File: config.mk
export PLATFORM = sky130hd
export DESIGN_NAME = serial_nibble_and
export DESIGN_NICKNAME = d
export VERILOG_FILES = /design/src/rtl/alu_defs.sv /design/src/rtl/four_bit_logic.sv /design/src/rtl/serial_nibble_and.sv
export SDC_FILE = /design/constraint.sdc
export NUM_CORES = 1
export LEC_CHECK = 0
export BUFFER_PORTS_ARGS = -buffer_cell sky130_fd_sc_hd__buf_4
export CORE_AREA = 2 2 65 67
export DETAILED_ROUTE_END_ITERATION = 8
export DIE_AREA = 0 0 67 69
export GPL_TIMING_DRIVEN = 1
export PLACE_DENSITY = 0.81
export SLEW_MARGIN = 20
export SYNTH_ARGS = -nofsm -noshare
export SYNTH_HDL_FRONTEND = slang
export SYNTH_SLANG_ARGS = --single-unit
File: constraint.sdc
create_clock -name clk -period 2.3 [get_ports clk]
set_input_delay 0.345 -clock clk [delete_from_list [all_inputs] [get_ports clk]]
set_output_delay 0.345 -clock clk [all_outputs]
set_load 0.05 [all_outputs]
File: src/rtl/alu_defs.sv
// alu_defs: shared op encodings, widths and the serial_nibble_and state type
package alu_defs;
  localparam logic [1:0] OP_AND = 2'b00;
  localparam logic [1:0] OP_OR = 2'b01;
  localparam logic [1:0] OP_XOR = 2'b10;
  localparam logic [1:0] OP_NAND = 2'b11;
  localparam int NIBBLE_W = 4;
  localparam int WORD_W = 32;
  typedef enum logic {COLLECT = 1'b0, DONE = 1'b1} state_t;
endpackage

File: src/rtl/four_bit_logic.sv
// four_bit_logic: combinational AND/OR/XOR/NAND on one 4-bit slice
module four_bit_logic
  import alu_defs::*;
(
  input  logic [NIBBLE_W-1:0] a,
  input  logic [NIBBLE_W-1:0] b,
  input  logic [1:0]          op,
  output logic [NIBBLE_W-1:0] y
);
  always_comb begin
    y = op == OP_AND ? a & b :
        op == OP_OR  ? a | b :
        op == OP_XOR ? a ^ b : ~(a & b);
  end
endmodule

File: src/rtl/serial_nibble_and.sv
// serial_nibble_and: applies a logic op slice by slice, LS nibble first, and
// presents the reassembled word with a ready/valid handshake.
module serial_nibble_and #(
  parameter int NIBBLES = 8,
  parameter int WORD_W = 32
) (
  input  logic              clk,
  input  logic              rst,
  input  logic              in_valid,
  output logic              in_ready,
  input  logic [3:0]        a_nib,
  input  logic [3:0]        b_nib,
  input  logic [1:0]        op,
  output logic [WORD_W-1:0] out,
  output logic              out_valid,
  input  logic              out_ready,
  output logic              zero
);
  import alu_defs::state_t;
  import alu_defs::COLLECT;
  import alu_defs::DONE;
  localparam int CW = NIBBLES > 1 ? $clog2(NIBBLES) : 1;
  state_t state, state_n;
  logic [CW-1:0] cnt;
  logic [1:0] op_q, op_sel;
  logic [3:0] y;
  logic in_xfer, out_xfer, last;
  assign in_ready = state == COLLECT;
  assign out_valid = state == DONE;
  assign zero = ~|out;
  assign in_xfer = in_valid & in_ready;
  assign out_xfer = out_valid & out_ready;
  assign last = cnt == CW'(NIBBLES - 1);
  // the first slice uses op directly so the whole word sees a single op
  assign op_sel = cnt == '0 ? op : op_q;
  four_bit_logic u_logic (
    .a (a_nib),
    .b (b_nib),
    .op(op_sel),
    .y (y)
  );
  always_comb begin
    state_n = state;
    if (in_xfer && last) state_n = DONE;
    else if (out_xfer) state_n = COLLECT;
  end
  always_ff @(posedge clk) begin
    if (rst) begin
      state <= COLLECT;
      cnt <= '0;
      op_q <= 2'b00;
      out <= '0;
    end else begin
      state <= state_n;
      if (in_xfer) begin
        cnt <= last ? '0 : cnt + 1'b1;
        if (cnt == '0) op_q <= op;
        out[{cnt, 2'b00} +: 4] <= y;
      end
    end
  end
endmodule

==> impl_summary.log <==
[metrics] run status: completed
[metrics] met3 routing resource usage after global routing: between 3 and 4%
[metrics] transition time at the pin with the least slew margin: ~520 ps
[metrics] drc violations: 0
[metrics] aggregate global-route resource usage: approximately 22%
[metrics] syn_area_per_cell: approximately 9.1 sq um
[metrics] Final Wtd Congestion: 0.875
[metrics] number of vias after detailed routing: 1875
[metrics] final routed wire length divided by cell count: 16.1 microns
[metrics] kind of cell adding the most delay to the critical path: adder cells
[metrics] leakage power: roughly 1.0 nW
[metrics] fraction of registers with async set or reset after synthesis: 0%
[metrics] clock-pin slew of the registers on the worst-case setup and hold paths: approximately 80 ps
[metrics] synth warn: 0
[metrics] ordered list of cells on the worst path: inv_1 -> ha_1 -> ha_4 -> mux2i_4 -> buf_12 -> o211a_2 -> nor4b_1 -> nor3_1
[metrics] number of distinct standard cells referenced by the synthesized netlist: 33
[metrics] highest fanout seen on the critical path: 8
[metrics] worst endpoint required time: ~2500 ps
[metrics] number of global-route vias before repair: 1639
[metrics] Inserted Clock Buffers: 5
[metrics] post-synthesis sequential element count: 38
[metrics] clock latency at the later pin of the worst-skew pair: 290 ps
[metrics] sum of routed wire length over all layers: 5.17 mm
[metrics] Worst path slowest cell: dfxtp_1
[metrics] 1st-pass router iterations: 4
[metrics] final max-slew violation count: 0
[metrics] final worst path period share: 92.9%
[metrics] boundary pin count: 49
[metrics] x dimension of the die: 67 microns
[metrics] smallest setup slack after layout: 163 ps
[metrics] final worst path period need: 2140 ps
[metrics] first-pass GRT wire length: 7.98 mm
[metrics] synthesized netlist cell count: ~210
[metrics] Final Hold Vio Count: 0
[metrics] worst path buffer plus inverter count: 2
[metrics] Iteration-0 DRC Markers: 150
[metrics] Area Growth Syn to Fin: 32.9%
[metrics] met2 usage: between 30% and 40%
[metrics] Setup WS pre-CTS: 60.1 ps
[metrics] number of nets produced by synthesis: 240
[metrics] worst clock skew: 3.99 ps
[metrics] setup violators final: 0
[metrics] Sinks on Clock Net: 38
[metrics] Final Power: between 0.0015 and 0.002 W
[metrics] die height: between 60 and 70 microns
[metrics] pin count of the biggest net entering global routing: 39
[metrics] dominant register cell in the synthesized netlist: dfxtp_1
[metrics] CP Data Arrival Time: 2300 ps
[metrics] total number of H-tree levels: 2
[metrics] number of maximum-capacitance constraint violations: 0
[metrics] Post-synth EDFFs: 0
[metrics] Core Region: 0.00391 sq mm
[metrics] end-of-flow core utilization: 66.4%
[metrics] number of buffers on the longest clock path: 2
[metrics] met1 track utilization from global routing: 30.4%
[metrics] die area: ~0.0046 sq mm
[metrics] Crit path largest cell delay: about 400 ps
[metrics] flop2flop setup slack: 160 ps
[metrics] pwr dens: 611 mW/mm^2
[metrics] worst slew margin relative to its limit: 64.9%
[metrics] root buffer selected by CTS: clkbuf_8
[metrics] cell accounting for the most synthesized area: dfxtp_1
[metrics] share of cells above drive strength 1: 33.5%
[metrics] maximum vdd ir drop: 408 uV
[metrics] type of the most critical hold path: input port to flop
[metrics] effective utilization at floorplan: between 40 and 50%
[metrics] Nets: 297
[metrics] Critical Setup Path Class: flop to flop
[metrics] area of the mapped netlist: 0.00196 sq mm
[metrics] antenna diode count: 0
[metrics] number of antenna violations at the first check in global routing: 0
[metrics] main area contributors after synthesis: dfxtp_1, a311oi_1, ha_1, nor2_1, nor4b_1
[metrics] Crit. End Element: flop
[metrics] area share of the largest cell type after synthesis: 38.9%
[metrics] GRT Max-Usage Layer: met2
[metrics] sort of element at the start of the critical path: flop
[metrics] clock tree from TritonCTS: built
[metrics] Fmax: 468 MHz
[metrics] hpwl dp: approximately 3.6 mm
[metrics] number of routed nets with antenna violations: 0
[metrics] floorplan row count: 23
[metrics] total global routing overflow: 0
[metrics] via density per instance: 5.82
[metrics] sequential-to-total area share from yosys stat: about two fifths
[metrics] count of port buffers added during placement: 48
[metrics] Post-Route Hold Slack: 357 ps
[worst register-to-register path: stages, from the launching register on]
cell     delay (ps)
dfxtp_1         400
inv_1            70
ha_1            210
ha_4            220
mux2i_4         240
buf_12          150
o211a_2         330
nor4b_1         320
nor3_1           90
[Yosys cell counts, types with 2 or more instances]
library cell,number
nor2_1,40
dfxtp_1,38
a311oi_1,24
inv_1,13
ha_1,12
nor3_1,10
nor4_1,9
nor4b_1,8
nand2_1,6
clkbuf_1,5
a211oi_1,4
a31oi_2,4
and3_1,4
buf_1,4
nor3b_1,4
a21oi_1,3
a31oi_1,3
nor2b_1,3
and4_1,2
buf_6,2
clkbuf_2,2
mux2i_4,2
nand4_1,2
[cells by family after synthesis]
| logic type | count (synthesis) | share of synthesized area, % |
|---|---|---|
| muxes | 3 | 2.88 |
| DFF | 38 | 38.9 |
| and+or+nand+nor | 92 | 25.0 |
| adders and majority gates | 12 | 7.68 |
| AOI/OAI and AO/OA | 43 | 19.7 |
| buffers and inverters | 26 | 5.89 |
[path summary, 6_finish.rpt]
check                start   endpoint  cells after the start
setup / recovery    cnt[1]    out[21]                      8
hold / removal    in_valid  out_valid                      3
setup reg to reg    cnt[1]    out[21]                      8
hold reg to reg    out[29]    out[29]                      2
[metal layers]
metal	wire length, microns	vias to the layer above
met5	0	-
met4	85	0
met3	351	11
met2	2670	73
met1	2070	872
li1	-	919
[what timing repair did]
item / in CTS / in global routing
setup buffers: 0 / 2
endpoints found under the setup margin: 0 / 32
resized for setup: 0 / 11
hold buffers: 0 / 0
[state kept, by name, summed over array words and instances, names as in the netlist]
register   flops
out_valid      1
cnt            3
out           32
op_q           2
[cell usage in the layout (no fill, tap or decap), types with 2 or more instances in the layout]
master | Yosys | layout
nor4_1 | 9 | 9
and3_1 | 4 | 3
a31oi_1 | 3 | 3
a211oi_1 | 4 | 4
buf_4 | 0 | 60
mux2i_2 | 0 | 2
nand2_1 | 6 | 6
inv_1 | 13 | 13
dfxtp_1 | 38 | 38
nor4b_1 | 8 | 4
ha_1 | 12 | 11
nor2_1 | 40 | 40
nor2b_1 | 3 | 3
nand4_1 | 2 | 2
a21oi_1 | 3 | 3
a31oi_2 | 4 | 3
clkbuf_8 | 0 | 6
mux2i_4 | 2 | 2
a311oi_1 | 24 | 24
nor3b_1 | 4 | 3
nor4b_2 | 0 | 4
nor3b_2 | 1 | 2
nor3_1 | 10 | 10
[through the flow]
stage / TNS, ps / instance area [sq um] / instances
2_1_floorplan: 0 / 1960 / 214
3_3_place_gp: 0 / 2390 / 310
3_5_place_dp: 0 / 2390 / 310
4_1_cts: 0 / 2490 / 318
5_1_grt: -28.6 / 2600 / 322
6_report: 0 / 2600 / 322
[area by class of cell]
class | instances | area [sq um]
timing repair buffer | 61 | 470
sequential | 38 | 761
tap | 50 | 62.6
clock inverter | 2 | 12.5
multi-input combinational | 152 | 1160
clock buffer | 6 | 82.6
inverter | 13 | 48.8
fill | 335 | 1320
[power by group]
part / internal [W] / switching [W]
combinational: 0.000159 / 0.000259
sequential: 0.000675 / 0.0000173
clock: 0.000241 / 0.000237
total: 0.00107 / 0.000513
(Power assumes the default switching activity.)
